[src/rtl/work_loader_if.sv]
// Handshake bundle between the host byte link, work_loader and the nonce-search consumer.
interface work_loader_if #(
  parameter int CNT_W = 16
);
  logic [7:0]       rx_data;
  logic             rx_valid;
  logic             rx_ready;
  logic [607:0]     hdr;
  logic [31:0]      nonce_start;
  logic [31:0]      nonce_end;
  logic             work_valid;
  logic             work_ready;
  logic             err_chk;
  logic             err_timeout;
  logic             err_range;
  logic [CNT_W-1:0] frames_ok;

  modport master (
    output rx_data, rx_valid, work_ready,
    input  rx_ready, hdr, nonce_start, nonce_end, work_valid,
           err_chk, err_timeout, err_range, frames_ok
  );

  modport slave (
    input  rx_data, rx_valid, work_ready,
    output rx_ready, hdr, nonce_start, nonce_end, work_valid,
           err_chk, err_timeout, err_range, frames_ok
  );
endinterface

[src/rtl/work_loader.sv]
// Sync-hunting frame assembler that hands one checksummed work unit to the nonce-search element.
// Optional nonce range rejection is enabled by defining WORK_LOADER_RANGE_CHECK_EN.
module work_loader #(
  parameter logic [7:0] SYNC_BYTE      = 8'hA5,
  parameter int         TIMEOUT_CYCLES = 100000,
  parameter int         CNT_W          = 16
) (
  input logic          CLK,
  input logic          nreset,
  work_loader_if.slave lif
);

  localparam int              TO_W     = $clog2(TIMEOUT_CYCLES + 1);
  localparam logic [TO_W-1:0] TO_LAST  = TO_W'(TIMEOUT_CYCLES - 1);
  localparam logic [6:0]      LAST_IDX = 7'd83;

  typedef enum logic [1:0] {
    IDLE,
    PAYLOAD,
    CHKSUM,
    HOLD
  } state_e;

  state_e           state_q;
  logic [6:0]       byteIdx_q;
  logic [7:0]       acc_q;
  logic [TO_W-1:0]  timeoutCnt_q;
  logic [671:0]     stage_q;
  logic             rxReady_q;
  logic             workValid_q;
  logic             errChk_q;
  logic             errTimeout_q;
  logic [607:0]     hdr_q;
  logic [31:0]      nonceStart_q;
  logic [31:0]      nonceEnd_q;
  logic [CNT_W-1:0] framesOk_q;
`ifdef WORK_LOADER_RANGE_CHECK_EN
  logic             errRange_q;
`endif

  logic             accept;
  logic             chkPass;
  logic             stallExpired;
  logic [7:0]       acc_d;
  logic [671:0]     stage_d;
  logic [TO_W-1:0]  timeoutCnt_d;

  always_comb begin
    accept       = lif.rx_valid && rxReady_q;
    acc_d        = acc_q ^ lif.rx_data;
    stage_d      = {stage_q[663:0], lif.rx_data};
    timeoutCnt_d = timeoutCnt_q + 1'b1;
    chkPass      = (acc_q == lif.rx_data);
    stallExpired = !accept && (timeoutCnt_q == TO_LAST);
  end

  // Staging shifts in the 84 payload bytes; the oldest byte ends up at the top so
  // that the first header byte lands in hdr[607:600] and the nonces are big-endian.
  always_ff @(posedge CLK or negedge nreset) begin
    if (!nreset) begin
      state_q      <= IDLE;
      byteIdx_q    <= '0;
      acc_q        <= '0;
      timeoutCnt_q <= '0;
      stage_q      <= '0;
      rxReady_q    <= 1'b0;
      workValid_q  <= 1'b0;
      errChk_q     <= 1'b0;
      errTimeout_q <= 1'b0;
      hdr_q        <= '0;
      nonceStart_q <= '0;
      nonceEnd_q   <= '0;
      framesOk_q   <= '0;
`ifdef WORK_LOADER_RANGE_CHECK_EN
      errRange_q   <= 1'b0;
`endif
    end else begin
      errChk_q     <= 1'b0;
      errTimeout_q <= 1'b0;
      rxReady_q    <= 1'b1;
`ifdef WORK_LOADER_RANGE_CHECK_EN
      errRange_q   <= 1'b0;
`endif
      case (state_q)
        IDLE: begin
          if (accept && (lif.rx_data == SYNC_BYTE)) begin
            state_q      <= PAYLOAD;
            byteIdx_q    <= '0;
            acc_q        <= '0;
            timeoutCnt_q <= '0;
          end
        end
        PAYLOAD: begin
          if (accept) begin
            stage_q      <= stage_d;
            acc_q        <= acc_d;
            byteIdx_q    <= byteIdx_q + 1'b1;
            timeoutCnt_q <= '0;
            if (byteIdx_q == LAST_IDX) begin
              state_q <= CHKSUM;
            end
          end else if (stallExpired) begin
            errTimeout_q <= 1'b1;
            state_q      <= IDLE;
          end else begin
            timeoutCnt_q <= timeoutCnt_d;
          end
        end
        CHKSUM: begin
          if (accept) begin
            timeoutCnt_q <= '0;
            if (!chkPass) begin
              errChk_q <= 1'b1;
              state_q  <= IDLE;
`ifdef WORK_LOADER_RANGE_CHECK_EN
            end else if (stage_q[31:0] < stage_q[63:32]) begin
              errRange_q <= 1'b1;
              state_q    <= IDLE;
`endif
            end else begin
              state_q      <= HOLD;
              rxReady_q    <= 1'b0;
              workValid_q  <= 1'b1;
              hdr_q        <= stage_q[671:64];
              nonceStart_q <= stage_q[63:32];
              nonceEnd_q   <= stage_q[31:0];
            end
          end else if (stallExpired) begin
            errTimeout_q <= 1'b1;
            state_q      <= IDLE;
          end else begin
            timeoutCnt_q <= timeoutCnt_d;
          end
        end
        HOLD: begin
          rxReady_q <= 1'b0;
          if (lif.work_ready) begin
            workValid_q <= 1'b0;
            framesOk_q  <= framesOk_q + 1'b1;
            rxReady_q   <= 1'b1;
            state_q     <= IDLE;
          end
        end
        default: state_q <= IDLE;
      endcase
    end
  end

  assign lif.rx_ready    = rxReady_q;
  assign lif.hdr         = hdr_q;
  assign lif.nonce_start = nonceStart_q;
  assign lif.nonce_end   = nonceEnd_q;
  assign lif.work_valid  = workValid_q;
  assign lif.err_chk     = errChk_q;
  assign lif.err_timeout = errTimeout_q;
  assign lif.frames_ok   = framesOk_q;
`ifdef WORK_LOADER_RANGE_CHECK_EN
  assign lif.err_range   = errRange_q;
`else
  assign lif.err_range   = 1'b0;
`endif

endmodule

[src/flat_wrapper.sv]
// flat-port wrapper written by rule: the top's interface ports become plain ports
module work_loader_flat 
#(
  parameter logic [7:0] SYNC_BYTE      = 8'hA5,
  parameter int         TIMEOUT_CYCLES = 100000,
  parameter int         CNT_W          = 16
)
  (CLK, nreset, lif_rx_data, lif_rx_valid, lif_work_ready, lif_rx_ready, lif_hdr, lif_nonce_start, lif_nonce_end, lif_work_valid, lif_err_chk, lif_err_timeout, lif_err_range, lif_frames_ok);
  work_loader_if #(.CNT_W(CNT_W)) lif_i ();
  input logic CLK;
  input logic nreset;
  input wire logic [$bits(lif_i.rx_data)-1:0] lif_rx_data;
  input wire logic [$bits(lif_i.rx_valid)-1:0] lif_rx_valid;
  input wire logic [$bits(lif_i.work_ready)-1:0] lif_work_ready;
  output wire logic [$bits(lif_i.rx_ready)-1:0] lif_rx_ready;
  output wire logic [$bits(lif_i.hdr)-1:0] lif_hdr;
  output wire logic [$bits(lif_i.nonce_start)-1:0] lif_nonce_start;
  output wire logic [$bits(lif_i.nonce_end)-1:0] lif_nonce_end;
  output wire logic [$bits(lif_i.work_valid)-1:0] lif_work_valid;
  output wire logic [$bits(lif_i.err_chk)-1:0] lif_err_chk;
  output wire logic [$bits(lif_i.err_timeout)-1:0] lif_err_timeout;
  output wire logic [$bits(lif_i.err_range)-1:0] lif_err_range;
  output wire logic [$bits(lif_i.frames_ok)-1:0] lif_frames_ok;
  assign lif_i.rx_data = lif_rx_data;
  assign lif_i.rx_valid = lif_rx_valid;
  assign lif_i.work_ready = lif_work_ready;
  assign lif_rx_ready = lif_i.rx_ready;
  assign lif_hdr = lif_i.hdr;
  assign lif_nonce_start = lif_i.nonce_start;
  assign lif_nonce_end = lif_i.nonce_end;
  assign lif_work_valid = lif_i.work_valid;
  assign lif_err_chk = lif_i.err_chk;
  assign lif_err_timeout = lif_i.err_timeout;
  assign lif_err_range = lif_i.err_range;
  assign lif_frames_ok = lif_i.frames_ok;
  work_loader #(.SYNC_BYTE(SYNC_BYTE), .TIMEOUT_CYCLES(TIMEOUT_CYCLES), .CNT_W(CNT_W)) u_core (.CLK(CLK), .nreset(nreset), .lif(lif_i));
endmodule
[config.mk]
export PLATFORM = sky130hd
export DESIGN_NAME = work_loader_flat
export DESIGN_NICKNAME = d
export VERILOG_FILES = /design/src/rtl/work_loader_if.sv /design/src/rtl/work_loader.sv /design/src/flat_wrapper.sv
export SDC_FILE = /design/constraint.sdc
export NUM_CORES = 2
export LEC_CHECK = 0
export ABC_AREA = 1
export ABC_CLOCK_PERIOD_IN_PS = 2870
export CAP_MARGIN = 20
export CORE_MARGIN = 8
export CORE_UTILIZATION = 47
export DETAILED_ROUTE_END_ITERATION = 10
export PLACE_DENSITY_LB_ADDON = 0.3
export SETUP_SLACK_MARGIN = 0.4
export SLEW_MARGIN = 20
export SYNTH_ARGS = -nofsm -noshare
export SYNTH_HDL_FRONTEND = slang
export SYNTH_SLANG_ARGS = --single-unit
[constraint.sdc]
create_clock -name CLK -period 2.87 [get_ports CLK]
set_input_delay 0.287 -clock CLK [delete_from_list [all_inputs] [get_ports CLK]]
set_output_delay 0.287 -clock CLK [all_outputs]
set_load 0.01 [all_outputs]
==> reports/metrics.cfg <==
[synth]
netlist_instances=5414
synth.lib_cells_used.distinct=30
syn_area_per_cell_um2=9.713
yosys_most_used_dff=sky130_fd_sc_hd__dfrtp_1
synth_seq_area_share_pct=66.52
synth_edf_count=0
synth_area_leader_cell=sky130_fd_sc_hd__dfrtp_1
synth.net_count=5434
yosysMostFrequentCell=sky130_fd_sc_hd__nand2_1
ys_ff_latch=1398
yosysWarningCount=0
postSynth.asyncResetShare_pct=100.0
post-synth-top-area-fraction_pct=66.52
post_synth_main_area_contributors=sky130_fd_sc_hd__dfrtp_1 67%, sky130_fd_sc_hd__nand2_1 10%, sky130_fd_sc_hd__o21ai_0 9.9%
post_synth_most_frequent_cells=1470 x sky130_fd_sc_hd__nand2_1, 1398 x sky130_fd_sc_hd__dfrtp_1, 1045 x sky130_fd_sc_hd__o21ai_0
syn-cell-area_um2=52590

[clock_tree]
numClockSinks=1398
tritoncts.num_buffers=143
tritoncts=built
worstSkewPairLatency_ns=0.73
clock_tree.buffer_depth=3
clock_slew_at_reported_path_ffs_ns=0.06
clock_tree.root_cell=sky130_fd_sc_hd__clkbuf_16
htree_levels=4

[flow_run]
timing.max_cap.violations=0

[route]
detail_route.drc_violations=0
drt_first_pass_iters=6
finalWirelength_um=138000
drt-initial-drc-count=3042
routed-via-count=37960
drtAntennaViolNets=0
vias_per_cell=4.975
route.detailed.wl_per_inst_um=18.08

[min_path]
worst_hold_path_type=in -> async

[floorplanning]
floorplan.core_area_um2=110800
design.die.area_um2=122900
dieHeight_um=350.5
dieWidth_um=350.5
ioPinCount=705
fp-row-count=122
floorplan.initialDensity_pct=47.45

[power]
power_leakage_nw=29.00
vdd_drop_max_mv=0.5853
p_per_area_nw_per_um2=738.1

[global_routing]
grt_usage_pct=22.13
grt_start_max_net_pins=148
grt_pass1_vias=38170
grt.overflow.total=0
grt_antenna_before_repair=0
grt_pass1_wl_um=216900

[timing]
timing.max_slew.rel_slack_pct=58.77
final-hold-violation-count=0
final.min_clock_period_ns=2.323
final.setup_skew_ns=0.03832
rsz0062_at_grt=true
final_critical_path_setup_slack_ns=0.5471
max_clock_freq_ghz=0.4305
worst_slew_pin_slew_ns=0.6184
slew_viol_final=0
min_period_over_period_pct=80.94
finalSetupViolations=0
timing.setup.tns_ns=0

[final_layout]
multi_input_comb_area_um2=13250
layout.area.seq_um2=34980
fin_nets=6069
fin_area_um2=65750
antennaDiodeCount=0
area.growth.synth_to_final_pct=25.02
fraction_of_final_layout_cells_sized_beyond_drive_strength_1_pct=5.095
fillers=9337

[placement]
detailed_place.area_um2=61110
place_hpwl_um=96260
numPortBuffers=703
globalplace.congestion=0.8538
place_worst_setup_slack_ns=0.3743

[worst_setup_path]
critPathCaptureType=register
crit-reg2reg-capture=u_core.lif.hdr[488]
ff2ff_setup_slack_ns=0.55
start_kind=register
crit_arrival_ns=2.95
reg2reg_depth=9
regToRegStartpoint=u_core.state_q[0]
critical_path.max_fanout=57
critical_path_required_ns=3.50
worstSetupPathType=reg -> reg

[run_status]
outcome=complete, no violations

==> stage by stage <==
step	hold slack, ns	cells	util (%)	total power, W
floorplan	-0.008591	5414	-	0.02785
global placement	0.2588	7391	55.14	0.03022
detailed placement	0.2570	7391	55.14	0.03044
global route	0.1549	7631	59.33	0.05103
finish	0.1605	7631	59.33	0.04853
CTS	0.1396	7631	59.32	0.04899
==> per-layer routing <==
layer | up-vias | GRT usage (%) | share of wire, %
met5 | - | 0 | 0
met4 | 0 | 7.380 | 3.1
met3 | 205 | 5.445 | 7.1
met2 | 963 | 36.81 | 49
met1 | 18510 | 28.51 | 41
li1 | 18280 | - | -
==> final cells by class <==
cell class	count	share of cell area [%]
Sequential cell	1398	53.21
Multi-Input combinational cell	2978	20.15
Clock buffer	206	6.324
Timing Repair Buffer	797	12.62
Clock inverter	33	0.6927
Inverter	731	4.173
Tap cell	1488	2.832
==> timing repair <==
item	in CTS	in global routing
resized for setup	0	2
hold endpoints to repair	446	0
endpoints found under the setup margin	0	19
hold buffers	1	0
setup buffers	0	0
==> worst max-delay path by stage <==
stage | to | depth (start not counted) | startpoint | slack, ns
after floorplan | u_core.stage_q[419] | 8 | u_core.state_q[1] | 1.10
after global placement | u_core.lif.hdr[56] | 10 | lif_rx_data[2] | 0.45
after detailed placement | u_core.lif.hdr[82] | 10 | lif_rx_data[0] | 0.37
after CTS | u_core.lif.hdr[488] | 9 | u_core.state_q[0] | 0.54
after global routing | u_core.lif.hdr[308] | 9 | u_core.state_q[0] | 0.38
final | u_core.lif.hdr[488] | 9 | u_core.state_q[0] | 0.55
==> flip-flops by register name (all words and copies together) (netlist names) <==
name                    count
u_core.acc_q                8
u_core.lif.frames_ok       16
u_core.timeoutCnt_q        17
u_core.stage_q            672
u_core.state_q              2
u_core.lif.err_chk          1
u_core.lif.rx_ready         1
u_core.lif.nonce_start     32
u_core.lif.err_timeout      1
u_core.lif.work_valid       1
u_core.lif.nonce_end       32
u_core.byteIdx_q            7
u_core.lif.hdr            608
==> report_power, final <==
group          internal [W]  switching (W)  leakage, nW  total [W]
clock                0.0108        0.00755         2.27     0.0184
combinational       0.00197        0.00473         7.55    0.00670
sequential           0.0220        0.00140         19.2     0.0234
total                0.0349         0.0137         29.0     0.0485
==> logic make-up after synthesis <==
kind of cell | after synthesis | synth area share [%]
compound gates | 1389 | 13.26
xor+xnor | 16 | 0.2665
fa+ha+maj | 8 | 0.1903
buf+inv | 1038 | 8.313
flops | 1398 | 66.52
other cells | 1 | 0.007131
simple gates | 1564 | 11.44
==> worst max-delay path, cell delays in order (launching register included) <==
cell and delay, ns:
sky130_fd_sc_hd__dfrtp_1 0.42, sky130_fd_sc_hd__inv_1 0.11, sky130_fd_sc_hd__ha_1 0.23, sky130_fd_sc_hd__inv_1 0.13, sky130_fd_sc_hd__nor2_1 0.09, sky130_fd_sc_hd__nand3_4 0.12
sky130_fd_sc_hd__buf_12 0.27, sky130_fd_sc_hd__buf_4 0.51, sky130_fd_sc_hd__nand2_1 0.15, sky130_fd_sc_hd__o21ai_1 0.13
==> cell usage in the layout, fill, tap and decap left out, drive strengths merged <==
cell type and instances:
clkinv 20, inv 733, o31ai 3, xor2 10, conb 1, o21ai 1369
clkinvlp 2, dlygate4sd3 1, nor2 27, bufinv 9, o21bai 2, a21oi 7
buf 94, nand3 23, xnor2 6, or2 1, ha 8, nor3b 3
o22ai 8, nor3 17, dfrtp 1398, clkbuf 206, nand2 1472, nand4 21
clkdlybuf4s50 702
Power figures use the tool's default switching activity.
